[src/rtl/sig_pkg.sv]
// Shared light, phase and violation codes for the traffic-light controller and its protocol monitor.
package sig_pkg;

    localparam int unsigned LIGHT_W = 2;
    localparam int unsigned PHASE_W = 3;
    localparam int unsigned CODE_W  = 2;
    localparam int unsigned CNT_W   = 8;
    localparam int unsigned LIM_W   = CNT_W + 1;

    localparam logic [CNT_W-1:0] CNT_MAX = '1;

    typedef enum logic [LIGHT_W-1:0] {
        RED    = 2'd0,
        YELLOW = 2'd1,
        GREEN  = 2'd2
    } light_t;

    typedef enum logic [PHASE_W-1:0] {
        S0  = 3'd0,
        S1  = 3'd1,
        S2  = 3'd2,
        S3  = 3'd3,
        S4  = 3'd4,
        ILL = 3'd7
    } phase_t;

    typedef enum logic [CODE_W-1:0] {
        ERR_NONE          = 2'd0,
        ERR_ILLEGAL_COMBO = 2'd1,
        ERR_BAD_SEQ       = 2'd2,
        ERR_BAD_DWELL     = 2'd3
    } err_code_t;

    // Only legal successor of each legal phase; ILL has none.
    function automatic phase_t next_phase(input phase_t p);
        case (p)
            S0:      return S1;
            S1:      return S2;
            S2:      return S3;
            S3:      return S4;
            S4:      return S0;
            default: return ILL;
        endcase
    endfunction

    function automatic logic [CNT_W-1:0] sat_inc(input logic [CNT_W-1:0] v);
        return (v == CNT_MAX) ? v : v + CNT_W'(1);
    endfunction

endpackage

[src/rtl/sig_light_decode.sv]
// Maps a highway/country light pair onto the controller phase it represents.
module sig_light_decode
    import sig_pkg::*;
(
    input  logic [LIGHT_W-1:0] hwy,
    input  logic [LIGHT_W-1:0] cntry,
    output logic [PHASE_W-1:0] phase_c
);

    always_comb begin
        phase_c = ILL;
        case ({hwy, cntry})
            {GREEN,  RED}:    phase_c = S0;
            {YELLOW, RED}:    phase_c = S1;
            {RED,    RED}:    phase_c = S2;
            {RED,    GREEN}:  phase_c = S3;
            {RED,    YELLOW}: phase_c = S4;
            default:          phase_c = ILL;
        endcase
    end

endmodule

[src/rtl/sig_monitor.sv]
// Passive protocol monitor for the highway/country traffic-light controller:
// decodes the phase, checks sequence and dwell rules, and gathers cycle/wait statistics.
module sig_monitor
    import sig_pkg::*;
#(
    parameter int unsigned Y2RDELAY = 3,
    parameter int unsigned R2GDELAY = 2
) (
    input  logic                 clock,
    input  logic                 clear,
    input  logic [LIGHT_W-1:0]   hwy,
    input  logic [LIGHT_W-1:0]   cntry,
    input  logic                 X,
    output logic [PHASE_W-1:0]   phase,
    output logic                 err,
    output logic [CODE_W-1:0]    err_code,
    output logic [CNT_W-1:0]     cycle_cnt,
    output logic [CNT_W-1:0]     wait_max
);

    localparam logic [LIM_W-1:0] Y2R_LIM = LIM_W'(Y2RDELAY);
    localparam logic [LIM_W-1:0] R2G_LIM = LIM_W'(R2GDELAY);

    logic [PHASE_W-1:0] dec_c;
    phase_t             new_c;
    phase_t             cur_q;
    logic               x_q;
    logic               first_q;
    logic [CNT_W-1:0]   dwell_q;
    logic [CNT_W-1:0]   wait_q;
    logic               arm_q;

    logic               change_c;
    logic               timed_c;
    logic [LIM_W-1:0]   lim_c;
    logic [LIM_W-1:0]   dwell_inc_c;
    logic               ill_c;
    logic               seq_c;
    logic               dwl_c;
    err_code_t          code_c;
    logic [CNT_W-1:0]   wait_nxt_c;
    logic               arm_nxt_c;
    logic [CNT_W-1:0]   wmax_nxt_c;
    logic [CNT_W-1:0]   cyc_nxt_c;

    sig_light_decode u_decode (
        .hwy     (hwy),
        .cntry   (cntry),
        .phase_c (dec_c)
    );

    assign new_c = phase_t'(dec_c);
    assign phase = cur_q;

    // Violation detection: the incoming sample against the held phase and its dwell.
    always_comb begin
        change_c    = (new_c != cur_q);
        dwell_inc_c = {1'b0, dwell_q} + LIM_W'(1);
        timed_c     = 1'b0;
        lim_c       = '0;
        ill_c       = (new_c == ILL);
        seq_c       = 1'b0;
        dwl_c       = 1'b0;

        if (cur_q == S1 || cur_q == S4) begin
            timed_c = 1'b1;
            lim_c   = Y2R_LIM;
        end else if (cur_q == S2) begin
            timed_c = 1'b1;
            lim_c   = R2G_LIM;
        end

        // The first sample after clear has no previous phase to compare against.
        if (!first_q) begin
            if (change_c && cur_q != ILL && new_c != ILL && new_c != next_phase(cur_q)) begin
                seq_c = 1'b1;
            end
            if (cur_q == S0 && new_c == S1 && !x_q) begin
                seq_c = 1'b1;
            end
            if (cur_q == S3 && new_c == S4 && x_q) begin
                seq_c = 1'b1;
            end
            if (timed_c) begin
                if (change_c) begin
                    dwl_c = ({1'b0, dwell_q} != lim_c);
                end else begin
                    dwl_c = (dwell_inc_c == lim_c + LIM_W'(1));
                end
            end
        end

        if (ill_c) begin
            code_c = ERR_ILLEGAL_COMBO;
        end else if (seq_c) begin
            code_c = ERR_BAD_SEQ;
        end else if (dwl_c) begin
            code_c = ERR_BAD_DWELL;
        end else begin
            code_c = ERR_NONE;
        end
    end

    // Wait measurement: cycles X stays high in S0, published to wait_max on S3 entry.
    always_comb begin
        wait_nxt_c = wait_q;
        arm_nxt_c  = arm_q;
        wmax_nxt_c = wait_max;
        cyc_nxt_c  = cycle_cnt;

        if (new_c == S0) begin
            if (!X) begin
                arm_nxt_c  = 1'b0;
                wait_nxt_c = '0;
            end else if (arm_q && cur_q == S0 && !first_q) begin
                wait_nxt_c = sat_inc(wait_q);
            end else begin
                arm_nxt_c  = 1'b1;
                wait_nxt_c = '0;
            end
        end else if (arm_q && cur_q == S0 && !first_q) begin
            // The last S0 cycle completes on departure.
            wait_nxt_c = sat_inc(wait_q);
        end

        if (!first_q && arm_q && new_c == S3 && cur_q != S3) begin
            arm_nxt_c = 1'b0;
            if (wait_nxt_c > wait_max) begin
                wmax_nxt_c = wait_nxt_c;
            end
        end

        if (!first_q && cur_q == S4 && new_c == S0) begin
            cyc_nxt_c = sat_inc(cycle_cnt);
        end
    end

    always_ff @(posedge clock or negedge clear) begin
        if (!clear) begin
            cur_q     <= S0;
            x_q       <= 1'b0;
            first_q   <= 1'b1;
            dwell_q   <= '0;
            wait_q    <= '0;
            arm_q     <= 1'b0;
            err       <= 1'b0;
            err_code  <= ERR_NONE;
            cycle_cnt <= '0;
            wait_max  <= '0;
        end else begin
            cur_q     <= new_c;
            x_q       <= X;
            first_q   <= 1'b0;
            dwell_q   <= (first_q || change_c) ? CNT_W'(1) : sat_inc(dwell_q);
            wait_q    <= wait_nxt_c;
            arm_q     <= arm_nxt_c;
            cycle_cnt <= cyc_nxt_c;
            wait_max  <= wmax_nxt_c;
            // Only the first violation is recorded; err is sticky until clear.
            if (!err && (ill_c || seq_c || dwl_c)) begin
                err      <= 1'b1;
                err_code <= code_c;
            end
        end
    end

endmodule

[config.mk]
export PLATFORM = sky130hd
export DESIGN_NAME = sig_monitor
export DESIGN_NICKNAME = d
export VERILOG_FILES = /design/src/rtl/sig_pkg.sv /design/src/rtl/sig_light_decode.sv /design/src/rtl/sig_monitor.sv
export SDC_FILE = /design/constraint.sdc
export NUM_CORES = 1
export LEC_CHECK = 0
export CORE_UTILIZATION = 50
export CTS_BUF_LIST = sky130_fd_sc_hd__clkbuf_16
export CTS_CLUSTER_SIZE = 12
export DETAILED_ROUTE_END_ITERATION = 16
export PLACE_DENSITY_LB_ADDON = 0.08
export SLEW_MARGIN = 40
export SYNTH_ARGS = -nofsm -noshare
export SYNTH_HDL_FRONTEND = slang
export SYNTH_SLANG_ARGS = --single-unit
[constraint.sdc]
create_clock -name clock -period 5.15 [get_ports clock]
set_clock_uncertainty 0.1 [all_clocks]
set_input_delay 1.03 -clock clock [delete_from_list [all_inputs] [get_ports clock]]
set_output_delay 1.03 -clock clock [all_outputs]
set_load 0.01 [all_outputs]
==> results of run 1 <==
per-layer routing:
layer  wire length (um)  vias up  track usage [%]
li1                   -     1165                -
met1               2870     1110             34.2
met2               2670       48             34.4
met3                226        8             3.23
met4                 81        0             6.73
met5                  0        -                0
worst max-delay path by stage:
stage / cells past startpoint / endpoint
final: 10 / wait_max[3]
after global routing: 10 / wait_max[2]
after CTS: 10 / wait_max[7]
after detailed placement: 10 / wait_max[7]
after global placement: 11 / wait_max[6]
after floorplan: 11 / wait_max[0]
power groups by stage:
| stage | registers, mW | clock network (mW) | logic (mW) |
|---|---|---|---|
| final | 0.356 | 0.300 | 0.129 |
| after global routing | 0.359 | 0.324 | 0.146 |
| after CTS | 0.356 | 0.309 | 0.129 |
| after detailed placement | 0.362 | 0 | 0.129 |
| after global placement | 0.362 | 0 | 0.127 |
| after floorplan | 0.354 | 0 | 0.0940 |
kinds of logic after synthesis:
| kind of cell | Yosys count |
|---|---|
| flip-flops | 41 |
| buffers and inverters | 31 |
| AND/OR/NAND/NOR | 123 |
| XOR/XNOR | 16 |
| other | 1 |
| multiplexers | 13 |
| adder cells (fa/ha/maj) | 11 |
| AO/OA/AOI/OAI | 67 |
layout make-up:
class	count	share of cell area (%)
multi-input cells	231	49.9
flip-flops and latches	41	31.9
clock inverters	3	0.544
repair buffers	29	8.86
inverters	19	2.22
well taps	70	2.72
clock buffers	5	3.89
flip-flops by register name, indices dropped and copies added (netlist names):
name / count
wait_max: 8
wait_q: 8
x_q: 1
err: 1
cycle_cnt: 8
first_q: 1
arm_q: 1
err_code: 2
dwell_q: 8
phase: 3
cells in the mapped netlist (all sizes together) (3+ instances only):
library cell and n:
and4 4, mux2 10, inv 19, nand4 3, a21o 4, nor4 4
and3 4, nor3b 3, nand2 24, buf 11, o21a 4, nor3 16
or3 3, a21oi 18, dfrtp 40, xnor2 11, xor2 5, mux2i 3
o211ai 3, nand3 21, nor2 26, o21ai 9, o311ai 6, ha 11
critical path, stage by stage:
cell and delay (ps):
clkdlybuf4s50_1 660, nor4b_2 510, o41ai_2 200, o311ai_0 150, a21oi_1 190, ha_1 300
and4_1 240, o21ai_0 150, a221oi_4 490, mux2_2 390
metrics by stage:
stage               instances  setup slack (ps)  power [mW]  instance area, um^2
global placement          390               637       0.489                 3070
global route              398               559       0.829                 3220
floorplan                 303              1570       0.448                 2780
CTS                       398               865       0.795                 3220
finish                    398               887       0.785                 3220
detailed placement        390               574       0.491                 3080
==> metrics.md, run 1 <==
| Metric | Value |
|---|---|
| Run status | `completed` |
| Num Clock Sinks | `41` |
| Max FO, Critical Path | `14` |
| Final-report setup violation count | `0` |
| Reg2Reg Depth | `10` |
| Min cycle time layout | `4260 ps` |
| Die span in y | `76.6 um` |
| Synthesized Nets | `321` |
| Commonest non-fill, non-tap cell in the layout | `dfrtp_1` |
| Main synth FF type | `dfrtp_1` |
| Worst Tran Pin Value | `624 ps` |
| Maximum clock path buffer count | `2` |
| Logic pwr share | `16.4%` |
| Register share of total power | `45.4%` |
| Cells after Synth | `303` |
| Sw power | `0.216 mW` |
| Die Width | `76.6 um` |
| Gr usage total | `22.9%` |
| Synth Register Bits | `41` |
| DR pass1 iterations | `5` |
| Clock transition at the registers of the reported paths | `60 ps` |
| Period utilisation layout | `82.8%` |
| Largest net degree at the start of global routing | `42` |
| Synth Area in Simple Gates | `24.2%` |
| Synth cell types | `70` |
| Area grow syn2layout | `15.6%` |
| CTS tree | `done` |
| Crit. Startpoint | `cntry[0]` |
| Share of post-route cells with drive strength above 1 | `10.7%` |
| Post-synthesis adder-cell area fraction | `4.94%` |
| Clock power frac | `38.2%` |
| Hold Crit Start | `cycle_cnt[6]` |
| First-pass GRT wire length | `11000 um` |
| CTS Buf Count | `5` |
| Multi-input gate area | `0.00161 mm^2` |
| Synth warn | `0` |
| Drt initial violations | `160` |
| Synth Area in Compound Gates | `18.2%` |
| Async SR Flop Fraction | `100%` |
| Worst VDD drop | `0.143 mV` |
| Core area | `0.00524 mm^2` |
| Fin. max-slew vios | `0` |
| Total area of sequential cells | `0.00103 mm^2` |
| Leading area contributor after synthesis | `dfrtp_1` |
| PwrDens | `244 mW/mm^2` |
| Leakage | `1.33 nW` |
| Antenna cells | `0` |
| Avg Inst Size Synth | `9.19 um^2` |
| CTS resizes | `0` |
| Area contributors post-synth | `dfrtp_1, ha_1, mux2_2` |
| Vias/cell | `5.86` |
| Slew headroom | `57.7%` |
| Drt drc | `0` |
| Fmax | `0.235 GHz` |
| Worst-skew pair later-pin latency | `280 ps` |
| Switching portion of total power | `27.5%` |
| FF-to-FF End | `wait_max[3]` |
| Vias in the first global route | `2358` |
| Initial antenna violation count | `0` |
| # IOs | `29` |
| Routed Wire Length | `5850 um` |
| Mux contribution to synthesized area | `5.12%` |
| CTS root buf | `clkbuf_16` |
| DR vias | `2331` |
| ANT nets after route | `0` |
| GRT overflow | `0` |
| Share of the synthesized area in the top cell type | `36.0%` |
| Util after Layout | `61.5%` |
| Hold EP | `cycle_cnt[6]` |
| Mapped cell area | `0.00278 mm^2` |
| MaxCap Viol Count | `0` |
| Critical path class | `in2reg` |
| Final-layout fill cell count | `460` |
| Final Hold Viols | `0` |
| Post-detail-place hpwl | `4240 um` |
| Hold Slack | `386 ps` |
| RSZ-0062 raised after global routing | `false` |
| Setup Fix Bufs, Post-CTS | `0` |
| R2R setup slack | `1400 ps` |
| Post-synth EDFFs | `0` |
| Crit path DAT | `4330 ps` |
| Worst Path Required | `5210 ps` |
| IO Port Bufs | `28` |
| Hold Crit Class | `reg2reg` |
| XOR/XNOR Fraction of Synth Area | `5.03%` |
| WL per Instance | `14.7 um` |
| Row cnt | `26` |
| H-tree lvl count | `2` |
| Setup TNS | `0 ps` |
| Worst hold path depth | `1` |
| Post-CTS Hold Fix Bufs | `0` |
| Register area share after synthesis | `36.9%` |
| Worst setup SP type | `input pin` |
| Initial Util | `53.2%` |
| Largest family of logic cells by synthesized area | `simple AND/OR/NAND/NOR gates` |
| Internal power | `0.569 mW` |
| Final nets | `345` |
| Crit end category | `flip-flop` |
| Most frequent cells in the layout | `dfrtp_1, clkdlybuf4s50_1, nor2_1, nand2_1` |
| Critical R2R Launch | `phase[0]` |
| Gpl congestion | `0.844` |
| Die area | `0.00587 mm^2` |
No activity file was read; power rests on OpenSTA's default activity.
==> run 2: changes to the inputs <==
Clock period 5.15 ns to 3.86 ns, I/O delays scaled along.
==> run 2 against run 1 <==
Cell count increased by 3.3%. Via count is 2.3% higher. Highest routed layer unchanged. Sequential power grew 31%. Utilization grew 3.1 points. Critical path type unchanged. Non-clock buffer count increased by 13. Sequential cell count is the same.
==> metrics.md, run 2 (synthesized netlist as in run 1, its figures left out) <==
| Metric | Value |
|---|---|
| Clock transition at the registers of the reported paths | `60 ps (about the same)` |
| Die Width | `76.6 um (unchanged)` |
| Setup WS pre-CTS | `-122 ps (-696 ps)` |
| CTS tree | `done` |
| CTS Buf Count | `5 (unchanged)` |
| Post-CTS Hold Fix Bufs | `0 (unchanged)` |
| Initial antenna violation count | `0 (unchanged)` |
| Slew headroom | `53.6% (-4.2 points)` |
| Maximum clock path buffer count | `2 (unchanged)` |
| Critical path's largest stage delay | `520 ps (-140 ps)` |
| Most frequent cells in the layout | `dfrtp_1, clkdlybuf4s50_1, nor2_1, nand2_1` |
| Worst setup SP type | `input pin` |
| Worst Path Required | `3930 ps (-1280 ps)` |
| PwrDens | `355 mW/mm^2 (+46%)` |
| Setup TNS | `0 ps (unchanged)` |
| Share of post-route cells with drive strength above 1 | `14.7% (+4.0 points)` |
| Post-route setup slack | `223 ps (-664 ps)` |
| Gr usage total | `22.6% (-0.30 points)` |
| Setup Fix Bufs, Post-CTS | `0 (unchanged)` |
| Vias/cell | `5.80 (-0.92%)` |
| Gpl congestion | `0.811 (-4.0%)` |
| Crit end category | `flip-flop` |
| Crit-path slowest cell | `clkdlybuf4s50_1` |
| Core area | `0.00524 mm^2 (unchanged)` |
| Initial Util | `53.2% (unchanged)` |
| Die span in y | `76.6 um (unchanged)` |
| Worst-skew pair later-pin latency | `280 ps (about the same)` |
| CTS resizes | `0 (unchanged)` |
| DR vias | `2385 (+2.3%)` |
| Worst VDD drop | `0.237 mV (+66%)` |
| Worst Tran Pin Value | `686 ps (+61.5 ps)` |
| Period utilisation layout | `94.2%` |
| CTS root buf | `clkbuf_16` |
| Min cycle time layout | `3640 ps` |
| Final Hold Viols | `0 (unchanged)` |
| Run status | `completed` |
| Reg2Reg Depth | `13 (+3)` |
| Final total power | `1.20 mW (+53%)` |
| Multi-input gate area | `0.00162 mm^2 (+0.78%)` |
| Commonest non-fill, non-tap cell in the layout | `dfrtp_1` |
| WL per Instance | `14.9 um (+1.3%)` |
| Vias in the first global route | `2265 (-3.9%)` |
| Largest net degree at the start of global routing | `42 (unchanged)` |
| Final-report setup violation count | `0 (unchanged)` |
| Post-detail-place hpwl | `4480 um (+5.8%)` |
| Final-layout fill cell count | `452 (-1.7%)` |
| Util after Layout | `64.5% (+3.1 points)` |
| Total area of sequential cells | `0.00103 mm^2 (unchanged)` |
| Max FO, Critical Path | `5 (-9)` |
| IO Port Bufs | `28 (unchanged)` |
| Num Clock Sinks | `41 (unchanged)` |
| CP top delay family | `simple AND/OR/NAND/NOR gates` |
| First-pass GRT wire length | `10600 um (-3.4%)` |
| Fin. max-slew vios | `0 (unchanged)` |
| Crit path DAT | `3700 ps (-630 ps)` |
| Most frequent cell on the critical path | `nor2_1` |
| Final nets | `358 (+3.8%)` |
| Hold Crit Class | `in2async` |
| CP Depth | `11 (+1)` |
| Critical path class | `in2reg` |
| Drt initial violations | `123 (-23%)` |
| Leakage | `1.42 nW (+7.0%)` |
| MaxCap Viol Count | `0 (unchanged)` |
| H-tree lvl count | `2 (unchanged)` |
| Antenna cells | `0 (unchanged)` |
| Die area | `0.00587 mm^2 (unchanged)` |
| # IOs | `29 (unchanged)` |
| CP Cell Sequence | `clkdlybuf4s50_1 > nor3_1 > nand2_1 > nor2_1 > nor2_1 > ha_1 > and4_1 > o21ai_0 > a221oi_4 > buf_4 > mux2_2` |
| ANT nets after route | `0 (unchanged)` |
| Fmax | `0.275 GHz` |
| RSZ-0062 raised after global routing | `false` |
| Drt drc | `0 (unchanged)` |
| Routed Wire Length | `6120 um (+4.6%)` |
| GRT overflow | `0 (unchanged)` |
| Bufs and invs on worst path | `2 (+1)` |
| Area grow syn2layout | `21.4%` |
| DR pass1 iterations | `4 (-1)` |
| Row cnt | `26 (unchanged)` |
[run 2: changes by cell type in the layout (fill, tap and decap cells not counted), sizes merged]
cell	previous run	this run
bufinv	0	2
inv	19	20
buf	2	15
clkinv	3	0
[run 2: area by class of cell]
type,count,area share (%)
multi-input combinational,231,47.9
timing repair buffer,42,11.3
clock buffer,5,3.70
clock inverter,3,2.04
tap,70,2.59
inverter,19,2.11
sequential,41,30.4
[run 2: power breakdown]
part	total, mW	leakage, nW	internal, mW	switching (mW)
registers	0.467	0.541	0.447	0.0191
logic	0.192	0.788	0.0820	0.110
clock network	0.541	0.0944	0.373	0.169
[run 2: metrics by stage]
| step | hold WS, ps | instance area [um^2] | instances |
|---|---|---|---|
| 2_1_floorplan | 376 | 2780 | 303 |
| 3_3_place_gp | 382 | 3170 | 403 |
| 3_5_place_dp | 387 | 3170 | 403 |
| 4_1_cts | 392 | 3370 | 411 |
| 5_1_grt | 411 | 3380 | 411 |
| 6_report | 374 | 3380 | 411 |
[run 2: worst reg2reg max path, stage by stage, from the launching register on]
cell and delay (ps):
dfrtp_1 410, ha_1 180, nand3_1 210, nor3_2 430, nor3b_1 110, mux2_2 280, nor2_1 210, ha_1 290
o21a_1 100, o21a_1 150, o21ai_0 270, a221oi_4 120, buf_4 200, mux2_2 270
[run 2: worst paths after layout]
kind	from	endpoint	slack, ps
max	cntry[0]	wait_max[0]	220
min	clear	dwell_q[7]	370
max reg2reg	wait_q[0]	wait_max[0]	410
min reg2reg	cycle_cnt[6]	cycle_cnt[6]	390
max in group asynchronous	clear	first_q	2910
min in group clock	cycle_cnt[6]	cycle_cnt[6]	390
[run 2: layer usage]
metal  wire (um)  track usage [%]  up-vias  part of all wire (%)
li1            -                -     1189                     -
met1        2960             31.9     1130                    48
met2        2790             35.6       57                    46
met3         271             3.47        9                   4.4
met4          99             7.12        0                   1.6
met5           0                0        -                     0
==> run 3: changes to the inputs <==
Settings changed: CORE_UTILIZATION 50 to 37.
==> run 3 against run 2 <==
Via count decreased by 0.92%. Global-route usage fell by 5.0 points. Critical path depth rose by 1. Maximum frequency is 0.13% higher. Non-clock buffer count rose by 4. Register-to-register slack worse by 180 ps. Critical path type is now reg2reg. Critical endpoint unchanged. Largest cell class unchanged. Largest power group unchanged. Highest routed layer unchanged.
==> metrics.md, run 3 (synthesized netlist as in run 1, its figures left out) <==
| Metric | Value |
|---|---|
| Run status | `completed` |
| WL per Instance | `14.2 um (-4.6%)` |
| Maximum clock path buffer count | `2 (unchanged)` |
| Crit end category | `flip-flop` |
| ANT nets after route | `0 (unchanged)` |
| Util after Layout | `47.5% (-17 points)` |
| Commonest non-fill, non-tap cell in the layout | `dfrtp_1` |
| Setup TNS | `0 ps (unchanged)` |
| Final nets | `362 (+1.1%)` |
| CP endpoint | `wait_max[0]` |
| Crit. Startpoint | `phase[1]` |
| GRT overflow | `0 (unchanged)` |
| Crit-path slowest cell | `dfrtp_1` |
| Final instance area | `0.00345 mm^2 (+2.0%)` |
| FF-to-FF End | `wait_max[0]` |
| DR vias | `2363 (-0.92%)` |
| R2R setup slack | `230 ps (-180 ps)` |
| Final Hold Viols | `0 (unchanged)` |
| Initial antenna violation count | `0 (unchanged)` |
| Clock transition at the registers of the reported paths | `70 ps (about the same)` |
| Drt initial violations | `117 (-4.9%)` |
| First-pass GRT wire length | `10800 um (+1.3%)` |
| Min cycle time layout | `3630 ps (-4.58 ps)` |
| MaxCap Viol Count | `0 (unchanged)` |
| Row cnt | `31 (+19%)` |
| Critical R2R Launch | `phase[1]` |
| Fin. max-slew vios | `0 (unchanged)` |
| Non-Filler Instances | `444 (+8.0%)` |
| Worst VDD drop | `0.234 mV (-1.5%)` |
| Reg2Reg Depth | `12 (-1)` |
| DR pass1 iterations | `4 (unchanged)` |
| Leakage | `1.44 nW (+1.2%)` |
| Hold Crit Class | `in2async` |
| Antenna cells | `0 (unchanged)` |
| CP Cell Sequence | `nor2_1 > nand3_2 > nor4_1 > mux2_2 > nor2_1 > ha_1 > a21o_1 > a21o_1 > a21oi_1 > a221oi_4 > buf_12 > mux2_2` |
| Most frequent cells in the layout | `dfrtp_1, clkdlybuf4s50_1, nor2_1, nand2_1` |
| Total area of sequential cells | `0.00103 mm^2 (unchanged)` |
| Worst-skew pair later-pin latency | `280 ps (about the same)` |
| IO Port Bufs | `28 (unchanged)` |
| Dpl cells | `435 (+7.9%)` |
| Vias in the first global route | `2263 (-0.088%)` |
| H-tree lvl count | `2 (unchanged)` |
| Post-detail-place hpwl | `4670 um (+4.3%)` |
| PwrDens | `347 mW/mm^2 (-2.3%)` |
| CTS Buf Count | `5 (unchanged)` |
| Worst Path Required | `3920 ps (about the same)` |
| Vias/cell | `5.32 (-8.3%)` |
| Hold Slack | `354 ps (-19.3 ps)` |
| Worst setup SP type | `flip-flop` |
| Area grow syn2layout | `23.8%` |
| CTS tree | `done` |
| Initial Util | `38.4% (-15 points)` |
| Drt drc | `0 (unchanged)` |
| Die area | `0.00787 mm^2 (+34%)` |
| Die span in y | `88.7 um (+16%)` |
| RSZ-0062 raised after global routing | `false` |
| Share of post-route cells with drive strength above 1 | `15.7% (+0.99 points)` |
| Max FO, Critical Path | `8 (+3)` |
| Multi-input gate area | `0.00161 mm^2 (-0.54%)` |
| CTS root buf | `clkbuf_16` |
| Critical path's largest stage delay | `460 ps (-60 ps)` |
| Worst Tran Pin Value | `704 ps (+18.6 ps)` |
| Fmax | `0.275 GHz (+0.13%)` |
| Period utilisation layout | `94.1% (-0.12 points)` |
| Gr usage total | `17.7% (-5.0 points)` |
| Final-report setup violation count | `0 (unchanged)` |
| Final-layout fill cell count | `735 (+63%)` |
| Slew headroom | `52.3% (-1.3 points)` |
| Num Clock Sinks | `41 (unchanged)` |
| Crit path DAT | `3690 ps (about the same)` |
| Critical path class | `reg2reg` |
| Dpl cell area | `0.00323 mm^2 (+1.9%)` |
| Largest net degree at the start of global routing | `42 (unchanged)` |
| Die Width | `88.7 um (+16%)` |
| Gpl congestion | `0.796 (-1.9%)` |
| # IOs | `29 (unchanged)` |
| Routed Wire Length | `6310 um (+3.1%)` |
| Core area | `0.00725 mm^2 (+38%)` |
[run 3: cell types whose count changed in the layout (fill, tap and decap cells not counted)]
cell and change:
buf_4 +3, buf_12 +1, clkinv_2 +1, inv_6 -1, nor4b_2 +1, nor4b_4 -1
[run 3: where the power goes]
group          internal, mW  switching, mW  total (mW)
clock network         0.369          0.166       0.535
logic                0.0837          0.109       0.193
registers             0.447         0.0202       0.468
[run 3: through the flow]
| stage | power [mW] | worst slack, ps |
|---|---|---|
| 2_1_floorplan | 0.598 | 541 |
| 3_3_place_gp | 0.668 | -133 |
| 3_5_place_dp | 0.669 | -153 |
| 4_1_cts | 1.21 | 150 |
| 5_1_grt | 1.25 | 29.4 |
| 6_report | 1.20 | 228 |
[run 3: worst min path at each step]
stage / start / to / slack (ps)
2_1_floorplan: clear / arm_q / 380
3_3_place_gp: cycle_cnt[6] / cycle_cnt[6] / 400
3_5_place_dp: cycle_cnt[6] / cycle_cnt[6] / 390
4_1_cts: clear / err / 400
5_1_grt: clear / err_code[0] / 420
6_report: clear / err_code[1] / 350
[run 3: repair_timing]
action / CTS / global route
resized for setup: 0 / 1
endpoints found under the setup margin: 0 / 8
hold buffers: 0 / 0
setup buffers: 0 / 1
[run 3: area by class of cell]
cell class              instances  share of cell area, %
clock inverters                 3                   1.89
well taps                      99                   3.59
clock buffers                   5                   3.63
inverters                      19                   2.07
repair buffers                 46                   12.3
multi-input cells             231                   46.7
flip-flops and latches         41                   29.8
[run 3: worst max-delay path, delay by kind of cell (launching register included)]
kind | cells | cell delay [ps]
simple gates | 4 | 1140
buf+inv | 1 | 180
flops | 1 | 460
mux | 2 | 630
fa+ha+maj | 1 | 310
compound gates | 4 | 680
[run 3: layer usage]
metal	track usage (%)	up-vias	part of all wire, %	wire length, um
met5	0	-	0	0
met4	3.52	0	0.63	40
met3	3.26	4	2.7	173
met2	29.7	32	48	3020
met1	23.8	1129	49	3070
li1	-	1198	-	-
